`src/rtl/joystick_serial_reader_pkg.sv`:
```
`default_nettype none
// ============================================================================
//  Module      : joystick_serial_reader_pkg
//  Description : Shared types and constants for the 74HC165 joystick reader:
//                scan FSM states, chain bit positions and output slot layout.
//  Revision    : 1.0 - initial release
// ============================================================================
package joystick_serial_reader_pkg;

    typedef enum logic [2:0] {
        IDLE = 3'd0,
        LOAD = 3'd1,
        LOW  = 3'd2,
        HIGH = 3'd3,
        DONE = 3'd4
    } state_t;

    localparam int NUM_CHAIN_BITS = 16;
    localparam int BIT_IDX_W      = $clog2(NUM_CHAIN_BITS);
    localparam int JOY_W          = 5;
    localparam int NUM_BUTTONS    = 2 * JOY_W;

    // Position of each button in the chain, in shift order
    localparam logic [BIT_IDX_W-1:0] UP1    = BIT_IDX_W'(0);
    localparam logic [BIT_IDX_W-1:0] DOWN1  = BIT_IDX_W'(1);
    localparam logic [BIT_IDX_W-1:0] LEFT1  = BIT_IDX_W'(2);
    localparam logic [BIT_IDX_W-1:0] RIGHT1 = BIT_IDX_W'(3);
    localparam logic [BIT_IDX_W-1:0] FIRE1  = BIT_IDX_W'(4);
    localparam logic [BIT_IDX_W-1:0] UP2    = BIT_IDX_W'(8);
    localparam logic [BIT_IDX_W-1:0] DOWN2  = BIT_IDX_W'(9);
    localparam logic [BIT_IDX_W-1:0] LEFT2  = BIT_IDX_W'(10);
    localparam logic [BIT_IDX_W-1:0] RIGHT2 = BIT_IDX_W'(11);
    localparam logic [BIT_IDX_W-1:0] FIRE2  = BIT_IDX_W'(12);
    localparam logic [BIT_IDX_W-1:0] LAST_BIT = BIT_IDX_W'(NUM_CHAIN_BITS - 1);

    // Slot of each button inside a 5-bit {fire,up,down,left,right} vector
    localparam int FIRE_SLOT  = 4;
    localparam int UP_SLOT    = 3;
    localparam int DOWN_SLOT  = 2;
    localparam int LEFT_SLOT  = 1;
    localparam int RIGHT_SLOT = 0;

endpackage
`default_nettype wire

```
`src/rtl/joystick_serial_reader_if.sv`:
```
`default_nettype none
// ============================================================================
//  Module      : joystick_serial_reader_if
//  Description : Bundle of the reader's control, chain and joystick signals.
//                master = reader side, slave = chain/consumer side.
//  Revision    : 1.0 - initial release
// ============================================================================
interface joystick_serial_reader_if;

    logic                                     enable;
    logic                                     joy_data;
    logic                                     joy_load_n;
    logic                                     joy_clk;
    logic [joystick_serial_reader_pkg::JOY_W-1:0] joy1_out;
    logic [joystick_serial_reader_pkg::JOY_W-1:0] joy2_out;
    logic                                     scan_done;

    modport master (
        input  enable,
        input  joy_data,
        output joy_load_n,
        output joy_clk,
        output joy1_out,
        output joy2_out,
        output scan_done
    );

    modport slave (
        output enable,
        output joy_data,
        input  joy_load_n,
        input  joy_clk,
        input  joy1_out,
        input  joy2_out,
        input  scan_done
    );

endinterface
`default_nettype wire

```
`src/rtl/joystick_serial_reader_debounce.sv`:
```
`default_nettype none
// ============================================================================
//  Module      : joy_debounce
//  Description : Single-button debouncer. The output flips only after the raw
//                bit has differed from it on DEBOUNCE consecutive updates.
//  Revision    : 1.0 - initial release
// ============================================================================
module joy_debounce #(
    parameter int DEBOUNCE = 8
) (
    input  wire logic clk,
    input  wire logic rst,
    input  wire logic update,
    input  wire logic raw,
    output logic      debounced
);

    localparam int                c_cnt_w = $clog2(DEBOUNCE + 1);
    localparam logic [c_cnt_w-1:0] c_cnt_last = c_cnt_w'(DEBOUNCE - 1);

    logic [c_cnt_w-1:0] r_cnt;
    logic               r_out;

    // Count consecutive disagreeing updates; commit the raw value on the last one
    always_ff @(posedge clk) begin
        if (rst) begin
            r_cnt <= '0;
            r_out <= 1'b1;
        end else if (update) begin
            if (raw == r_out) begin
                r_cnt <= '0;
            end else if (r_cnt == c_cnt_last) begin
                r_out <= raw;
                r_cnt <= '0;
            end else begin
                r_cnt <= r_cnt + c_cnt_w'(1);
            end
        end
    end

    assign debounced = r_out;

endmodule
`default_nettype wire

```
`src/rtl/joystick_serial_reader.sv`:
```
`default_nettype none
// ============================================================================
//  Module      : joystick_serial_reader
//  Description : Scans a 16-bit 74HC165 dual-joystick chain, synchronises the
//                serial data and presents two debounced active-low FUDLR
//                vectors plus a one-cycle scan_done strobe.
//  Revision    : 1.0 - initial release
// ============================================================================
module joystick_serial_reader
    import joystick_serial_reader_pkg::*;
#(
    parameter int CLKDIV   = 4,
    parameter int DEBOUNCE = 8
) (
    input wire logic                  clk,
    input wire logic                  rst,
    joystick_serial_reader_if.master  bus
);

    localparam int                 c_div_w    = $clog2(CLKDIV);
    localparam logic [c_div_w-1:0] c_div_last = c_div_w'(CLKDIV - 1);

    state_t                 r_state;
    state_t                 w_state_next;
    logic [c_div_w-1:0]     r_div;
    logic [c_div_w-1:0]     w_div_next;
    logic [BIT_IDX_W-1:0]   r_bit;
    logic [BIT_IDX_W-1:0]   w_bit_next;
    logic                   w_div_last;
    logic                   w_sample;

    logic                   r_sync_meta;
    logic                   r_sync;
    logic [NUM_BUTTONS-1:0] r_raw;
    logic [NUM_BUTTONS-1:0] w_debounced;

    logic                   r_load_n;
    logic                   r_joy_clk;
    logic                   r_scan_done;

    assign w_div_last = (r_div == c_div_last);

    // Two-flop synchroniser for the asynchronous chain output
    always_ff @(posedge clk) begin
        if (rst) begin
            r_sync_meta <= 1'b1;
            r_sync      <= 1'b1;
        end else begin
            r_sync_meta <= bus.joy_data;
            r_sync      <= r_sync_meta;
        end
    end

    // Next-state logic: each phase lasts CLKDIV cycles, DONE lasts one
    always_comb begin
        w_state_next = r_state;
        w_div_next   = r_div;
        w_bit_next   = r_bit;
        w_sample     = 1'b0;
        case (r_state)
            IDLE: begin
                w_div_next = '0;
                w_bit_next = '0;
                if (bus.enable) begin
                    w_state_next = LOAD;
                end
            end
            LOAD: begin
                if (w_div_last) begin
                    w_div_next   = '0;
                    w_bit_next   = '0;
                    w_state_next = LOW;
                end else begin
                    w_div_next = r_div + c_div_w'(1);
                end
            end
            LOW: begin
                if (w_div_last) begin
                    w_sample     = 1'b1;
                    w_div_next   = '0;
                    w_state_next = (r_bit == LAST_BIT) ? DONE : HIGH;
                end else begin
                    w_div_next = r_div + c_div_w'(1);
                end
            end
            HIGH: begin
                if (w_div_last) begin
                    w_div_next   = '0;
                    w_bit_next   = r_bit + BIT_IDX_W'(1);
                    w_state_next = LOW;
                end else begin
                    w_div_next = r_div + c_div_w'(1);
                end
            end
            DONE: begin
                w_div_next   = '0;
                w_state_next = IDLE;
            end
            default: begin
                w_div_next   = '0;
                w_bit_next   = '0;
                w_state_next = IDLE;
            end
        endcase
    end

    // State register; chain strobes are registered from the next state so
    // they stay glitch-free and line up exactly with the state they belong to
    always_ff @(posedge clk) begin
        if (rst) begin
            r_state     <= IDLE;
            r_div       <= '0;
            r_bit       <= '0;
            r_load_n    <= 1'b1;
            r_joy_clk   <= 1'b0;
            r_scan_done <= 1'b0;
        end else begin
            r_state     <= w_state_next;
            r_div       <= w_div_next;
            r_bit       <= w_bit_next;
            r_load_n    <= (w_state_next != LOAD);
            r_joy_clk   <= (w_state_next == HIGH);
            r_scan_done <= (w_state_next == DONE);
        end
    end

    // Capture mapped chain bits straight into FUDLR slots; unused bits are dropped
    always_ff @(posedge clk) begin
        if (rst) begin
            r_raw <= '1;
        end else if (w_sample) begin
            case (r_bit)
                UP1:     r_raw[UP_SLOT]            <= r_sync;
                DOWN1:   r_raw[DOWN_SLOT]          <= r_sync;
                LEFT1:   r_raw[LEFT_SLOT]          <= r_sync;
                RIGHT1:  r_raw[RIGHT_SLOT]         <= r_sync;
                FIRE1:   r_raw[FIRE_SLOT]          <= r_sync;
                UP2:     r_raw[JOY_W + UP_SLOT]    <= r_sync;
                DOWN2:   r_raw[JOY_W + DOWN_SLOT]  <= r_sync;
                LEFT2:   r_raw[JOY_W + LEFT_SLOT]  <= r_sync;
                RIGHT2:  r_raw[JOY_W + RIGHT_SLOT] <= r_sync;
                FIRE2:   r_raw[JOY_W + FIRE_SLOT]  <= r_sync;
                default: ;
            endcase
        end
    end

    generate
        for (genvar gi = 0; gi < NUM_BUTTONS; gi++) begin : g_debounce
            joy_debounce #(
                .DEBOUNCE (DEBOUNCE)
            ) u_debounce (
                .clk       (clk),
                .rst       (rst),
                .update    (r_state == DONE),
                .raw       (r_raw[gi]),
                .debounced (w_debounced[gi])
            );
        end
    endgenerate

    assign bus.joy_load_n = r_load_n;
    assign bus.joy_clk    = r_joy_clk;
    assign bus.scan_done  = r_scan_done;
    assign bus.joy1_out   = w_debounced[JOY_W-1:0];
    assign bus.joy2_out   = w_debounced[NUM_BUTTONS-1:JOY_W];

endmodule
`default_nettype wire
```
`src/flat_wrapper.sv`:
```
// flat-port wrapper written by rule: the top's interface ports become plain ports
module joystick_serial_reader_flat import joystick_serial_reader_pkg::*;
#(
    parameter int CLKDIV   = 4,
    parameter int DEBOUNCE = 8
)
  (clk, rst, bus_enable, bus_joy_data, bus_joy_load_n, bus_joy_clk, bus_joy1_out, bus_joy2_out, bus_scan_done);
  joystick_serial_reader_if bus_i ();
  input wire logic clk;
  input wire logic rst;
  input wire logic [$bits(bus_i.enable)-1:0] bus_enable;
  input wire logic [$bits(bus_i.joy_data)-1:0] bus_joy_data;
  output wire logic [$bits(bus_i.joy_load_n)-1:0] bus_joy_load_n;
  output wire logic [$bits(bus_i.joy_clk)-1:0] bus_joy_clk;
  output wire logic [$bits(bus_i.joy1_out)-1:0] bus_joy1_out;
  output wire logic [$bits(bus_i.joy2_out)-1:0] bus_joy2_out;
  output wire logic [$bits(bus_i.scan_done)-1:0] bus_scan_done;
  assign bus_i.enable = bus_enable;
  assign bus_i.joy_data = bus_joy_data;
  assign bus_joy_load_n = bus_i.joy_load_n;
  assign bus_joy_clk = bus_i.joy_clk;
  assign bus_joy1_out = bus_i.joy1_out;
  assign bus_joy2_out = bus_i.joy2_out;
  assign bus_scan_done = bus_i.scan_done;
  joystick_serial_reader #(.CLKDIV(CLKDIV), .DEBOUNCE(DEBOUNCE)) u_core (.clk(clk), .rst(rst), .bus(bus_i));
endmodule
```
`config.mk`:
```
export PLATFORM = sky130hd
export DESIGN_NAME = joystick_serial_reader_flat
export DESIGN_NICKNAME = d
export VERILOG_FILES = /design/src/rtl/joystick_serial_reader_pkg.sv /design/src/rtl/joystick_serial_reader_if.sv /design/src/rtl/joystick_serial_reader_debounce.sv /design/src/rtl/joystick_serial_reader.sv /design/src/flat_wrapper.sv
export SDC_FILE = /design/constraint.sdc
export NUM_CORES = 1
export LEC_CHECK = 0
export CAP_MARGIN = 20
export CORE_MARGIN = 2
export CORE_UTILIZATION = 25
export DETAILED_ROUTE_END_ITERATION = 16
export DONT_BUFFER_PORTS = 1
export RECOVER_POWER = 25
export SLEW_MARGIN = 30
export SYNTH_ARGS = -nofsm -noshare
export SYNTH_HDL_FRONTEND = slang
export SYNTH_SLANG_ARGS = --single-unit
```
`constraint.sdc`:
```
create_clock -name clk -period 3.4 [get_ports clk]
set_clock_uncertainty 0.2 [all_clocks]
set_input_delay 0.34 -clock clk [delete_from_list [all_inputs] [get_ports clk]]
set_output_delay 0.34 -clock clk [all_outputs]
set_load 0.1 [all_outputs]
```
## Yosys cells after proc, flatten, opt, wreduce, memory -nomap -nowiden

Index checks and enable logic that the tools add are counted.

| operators by class | value |
|---|---|
| add/sub/neg operators | 12 |
| equality and inequality tests | 40 |
| mux-type cells | 30 |
| bitwise logic cells | 12 |
| reduce and logical (&&, ||, !) cells | 27 |

Operator list:

| operator | count |
|---|---|
| 2-to-1 mux 4 bit | 22 |
| adder 4 x 1 -> 4 bit (second input constant) | 11 |
| == test 4 x 3 -> 1 bit (second input constant) | 11 |
| AND reduction 3 bit | 11 |
| == test 4 bit (second input constant) | 6 |
| AND reduction 2 bit | 10 |
| 2-to-1 mux 3 bit | 4 |
| inverter 1 bit | 12 |
| case mux 4 bit (3 select lines) | 1 |
| == test 1 bit | 10 |
| == test 3 x 2 -> 1 bit (second input constant) | 3 |
| case mux 3 bit (3 select lines) | 1 |
| == test 4 x 2 -> 1 bit (second input constant) | 2 |
| == test 3 bit (second input constant) | 2 |
| OR reduction 3 bit | 2 |
| == test 4 x 1 -> 1 bit (second input constant) | 1 |
| logical NOT 4 bit | 1 |
| inequality test 2 x 1 -> 1 bit (second input constant) | 2 |
| OR reduction 2 bit | 2 |
| == test 3 x 1 -> 1 bit (second input constant) | 1 |
| logical NOT 3 bit | 1 |
| inequality test 3 x 1 -> 1 bit (second input constant) | 1 |
| adder 2 x 1 -> 2 bit (second input constant) | 1 |
| == test 2 bit (second input constant) | 1 |
| 2-to-1 mux 1 bit | 2 |

| storage, ports and cells | value |
|---|---|
| register bits after elaboration | 74 |
| output and inout port bits | 13 |
| word-level logic and storage cells | 159 |

## Logic depth before layout (Yosys ltp)

| logic depth | value |
|---|---|
| depth after elaboration | 5 |
| gate-level depth with buffers | 7 |
| gate-level depth less buffers | 6 |

## Cells and area by module

Synthesis repeated with hierarchy kept, for this count alone.

| second synthesis, totals | value |
|---|---|
| cells, all modules | 428 |
| area, all modules | 3883.7 um^2 |

By module, submodules not included:

| module | instances | cells an instance | area each (um^2) | sequential area each (um^2) |
|---|---|---|---|---|
| joy_debounce | 10 | 31 | 274.0 | 100.1 |
| joystick_serial_reader | 1 | 118 | 1143.6 | 480.5 |

## Worst setup path before layout

No wires, ideal clock.

| timing | value |
|---|---|
| path type | register -> register |
| start point | register u_core.r_div[0] |
| end point | register u_core.r_bit[3] |
| setup time | 0.131 ns |
| arrival | 1.487 ns |
| required time | 3.069 ns |
| slack | 1.582 ns |
| cell stages (with the launch flop) | 7 |
| period minus slack after synthesis | 1.818 ns |
| path through | dfxtp_1 ha_1 clkbuf_1 or3b_2 o211ai_1 xor2_1 nor3_1 |

| between the ends | value |
|---|---|
| longest elaborated chain between the ends | 3 |
| elaborated cells between the ends (all ways) | 4 |
| classes of those cells | eq/ne: 3; reduce/logical: 1 |

RTL lines:

| element | RTL line | RTL |
|---|---|---|
| start, declared | joystick_serial_reader.sv:25 | `logic [c_div_w-1:0] r_div;` |
| start signal, assigned | joystick_serial_reader.sv:119 | `r_div <= w_div_next;` |
| == test 2 bit * | joystick_serial_reader.sv:41 | `assign w_div_last = (r_div == c_div_last);` |
| inequality test 2 x 1 -> 1 bit (no line) | n/a |  |
| AND reduction 3 bit (no line) * | n/a |  |
| end signal, assigned | joystick_serial_reader.sv:120 | `r_bit <= w_bit_next;` |
| end, declared | joystick_serial_reader.sv:27 | `logic [BIT_IDX_W-1:0] r_bit;` |

Every way passes the cells marked *; elsewhere a longest branch is shown, timed or not.
A chain may end at the register's enable or synchronous reset.

## Worst setup path after layout

| timing | value |
|---|---|
| start point | register u_core.g_debounce[1].u_debounce.r_out |
| end point | register u_core.g_debounce[1].u_debounce.r_cnt[2] |

| between the ends | value |
|---|---|
| longest elaborated chain between the ends | 2 |

RTL lines:

| element | RTL line | RTL |
|---|---|---|
| start, declared | joystick_serial_reader_debounce.sv:22 | `logic r_out;` |
| start signal, assigned | joystick_serial_reader_debounce.sv:33 | `r_out <= raw;` |
| == test 1 bit | joystick_serial_reader_debounce.sv:30 | `if (raw == r_out) begin` |
| 2-to-1 mux 4 bit | joystick_serial_reader_debounce.sv:30 |  |
| end signal, assigned | joystick_serial_reader_debounce.sv:36 | `r_cnt <= r_cnt + c_cnt_w'(1);` |
| end, declared | joystick_serial_reader_debounce.sv:21 | `logic [c_cnt_w-1:0] r_cnt;` |

Every way passes these cells.

==> summary.txt <==
Status
  • Outcome: finished, final reports clean

Logic synthesis
  • Synthesized Nets: 409
  • Largest family of logic cells by synthesized area: simple AND/OR/NAND/NOR gates
  • Post-Syn Area: approximately 0.0034 mm²
  • Post-synth EDFFs: 0
  • Synth top area share: 0.431
  • Mux contribution to synthesized area: 0.0379
  • Synth Area in Adders: 0.0546
  • Top_reg_cell synth: dfxtp_1
  • Seq/Total Area, Yosys: 0.431
  • Syn Inst Count: around 400
  • Largest area contributor in the netlist: dfxtp_1
  • Post-Synth XOR/XNOR Area: 0.0536
  • Fraction of registers with async set/reset: 0
  • Synth warn: 0
  • Unique masters post-synth: 42
  • Post-synthesis compound-gate area fraction: 0.150
  • FF+latch count, synth: 74
  • Avg Cell Area, Syn: 8.81 µm²
  • Synth Area in Simple Gates: 0.212
  • Area contributors post-synth: dfxtp_1 43%, ha_1 5.5%, a21oi_1 4.4%, nor2_1 4.2%, mux2i_1 3.8%

Drt
  • Routed len/inst: 12.0 µm
  • Initial DRC Count: 139
  • Total number of vias: 2691
  • # DRC: 0
  • Antenna Nets Post-Route: 0
  • Detailed Route WL: 6830 µm
  • Drt first pass iters: 4
  • Via/cell ratio: 4.73

Setup path
  • Buffers & Inverters on Critical Path: 1
  • Crit path max-delay family: buffers and inverters
  • Startpoint Class: register
  • R2R setup slack: 1.02 ns
  • Reg2reg start: u_core.g_debounce[1].u_debounce.debounced
  • Worst r2r dst: u_core.g_debounce[1].u_debounce.r_cnt[2]
  • Critical path type: reg2reg
  • Worst setup EP type: register
  • R2r worst-path depth: 5
  • Slowest stage cell, crit path: clkbuf_1
  • Critical Path Fanout Max: 4
  • Largest stage delay on the critical path: 0.93 ns
  • WP data required: 3.46 ns
  • Critical Path AT: around 2.4 ns
  • Crit-path cells: clkbuf_1 > xnor2_1 > nor2_1 > nand3b_1 > a21oi_1

Power
  • Pwr dens: 479 mW/mm²
  • LEAKAGE: roughly 0.0014 µW
  • Total power: 1860 µW
  • Max IR drop VDD: 0.000266 V

Floorplan
  • Chip height: 121 µm
  • Die ar.: 0.0147 mm²
  • # IOs: 17
  • Chip width: 121 µm
  • Core area: 0.0133 mm²
  • Core Rows: 42
  • Starting Density: 0.257

Placed design
  • Placed inst area: roughly 0.0036 mm²
  • GPL Wtd Cong: 0.786
  • PortBufs: 0
  • Post-detail-place hpwl: ~4500 µm

Layout
  • Ant. Diodes: 0
  • Fraction of layout cells with a size suffix above 1: 0.0534
  • Final #Nets: between 400 and 500
  • Fillers: 1422
  • Synthesis-to-layout area growth: 13.4%
  • Post-route cell area: 0.00389 mm²

Global route
  • First-pass GRT wire length: 11800 µm
  • Largest net degree at the start of global routing: 35
  • Total congestion overflow: 0
  • Initial antenna violation count: 0
  • GRT Util Overall: 0.101
  • Vias in the first global route: ~2500

Clock network
  • CTS buffer count: 9
  • CTS tree: done
  • Clk root buf: clkbuf_16
  • Post-CTS Setup Bufs: 0
  • CTS clk-pin slew, worst paths: approximately 0.05 ns
  • Number of gates resized after cts: 0
  • # clock sinks: 74
  • H-tree depth: 3
  • CTS Hold Bufs: 4
  • Worst-skew pair later-pin latency: 0.33 ns
  • CTS max path bufs: 2

Hold path
  • Hold endpoint: u_core.r_raw[2]
  • Hold depth: 2
  • HP Class: in2reg
  • Hold Startpoint: rst

STA
  • # setup viols final: 0
  • Final number of hold-violating endpoints: 0
  • Fmax: 0.419 GHz
  • Worst-Margin Slew: 1.28 ns
  • Fin. max-slew vios: 0
  • Post-route clock period utilization: 0.701
  • Unrepaired setup endpoints after global routing: false
  • Setup TNS Final: 0 ns
  • Relative slew slack: 0.146
  • Min Tclk post-route: roughly 2.4 ns

Run
  • Max-Cap Viols: 0
## cell usage after synthesis (all sizes together), types with 13 or more instances
library cell	count
dfxtp	74
nor2	38
nand2	33
a21oi	30
buf	17
ha	15
inv	13
mux2i	13
o21ai	13
## layer usage
metal / vias to the layer above / track usage / wire [µm]
met5: - / 0 / 0
met4: 0 / 0.0395 / 111
met3: 9 / 0.0291 / 292
met2: 47 / 0.162 / 3100
met1: 1253 / 0.127 / 3330
li1: 1382 / - / -
## flip-flops by register name, indices dropped and copies added (netlist names)
name / cells
u_core.r_raw: 10
u_core.r_div: 2
u_core.r_sync: 1
u_core.bus.joy_load_n: 1
u_core.bus.scan_done: 1
u_core.r_state: 3
u_core.g_debounce.u_debounce.debounced: 10
u_core.r_sync_meta: 1
u_core.r_bit: 4
u_core.g_debounce.u_debounce.r_cnt: 40
u_core.bus.joy_clk: 1
## metrics by stage
step	hold WS (ns)	util	setup slack [ns]	std cells
6_report	0.00984	0.292	1.02	569
5_1_grt	0.000781	0.292	0.905	569
4_1_cts	0.000308	0.295	1.04	569
3_5_place_dp	0.203	0.269	1.07	549
3_3_place_gp	0.201	0.269	1.10	549
2_1_floorplan	0.189	-	1.58	390
## cell usage in the layout (no fill, tap or decap), drive strengths merged, types with 6 or more instances in the layout
cell and instances:
a21o 7, a21oi 30, a311oi 6, a31oi 7, clkbuf 23, dfxtp 74
ha 15, inv 13, mux2i 13, nand2 33, nand2b 9, nand3 12
nand4 12, nor2 38, nor3 6, o21ai 13, or3 6, xnor2 12
xor2 9
## cell type report
| class | count | area (µm²) | share of cell area |
|---|---|---|---|
| Multi-Input combinational cell | 274 | 1740 | 0.446 |
| Sequential cell | 74 | 1480 | 0.380 |
| Clock buffer | 14 | 264 | 0.0678 |
| Tap cell | 176 | 220 | 0.0566 |
| Timing Repair Buffer | 16 | 106 | 0.0273 |
| Inverter | 13 | 48.8 | 0.0125 |
| Clock inverter | 2 | 35.0 | 0.00900 |
## cells by family after synthesis
kind of cell,count (synthesis)
fa+ha+maj,15
buf+inv,42
compound gates,82
simple gates,143
xor+xnor,21
mux,13
flops,74
## power by group
| part | leakage (µW) | switching (µW) | total, µW | internal [µW] |
|---|---|---|---|---|
| logic | 0.000675 | 24.3 | 42.7 | 18.4 |
| clock network | 0.000147 | 328 | 935 | 607 |
| registers | 0.000598 | 13.9 | 887 | 873 |
## worst max-delay path by stage
| stage | startpoint | end | slack, ns | depth (start not counted) |
|---|---|---|---|---|
| 2_1_floorplan | u_core.r_div[0] | u_core.r_bit[3] | 1.58 | 6 |
| 3_5_place_dp | u_core.r_state[0] | u_core.g_debounce[7].u_debounce.r_cnt[3] | 1.07 | 4 |
| 4_1_cts | u_core.r_state[0] | u_core.g_debounce[8].u_debounce.r_cnt[3] | 1.04 | 4 |
| 5_1_grt | u_core.r_state[0] | u_core.g_debounce[8].u_debounce.r_cnt[3] | 0.91 | 4 |
| 6_report | u_core.g_debounce[1].u_debounce.debounced | u_core.g_debounce[1].u_debounce.r_cnt[2] | 1.02 | 5 |
| 3_3_place_gp | u_core.r_state[0] | u_core.g_debounce[4].u_debounce.r_cnt[3] | 1.10 | 4 |
(Power assumes the default switching activity.)
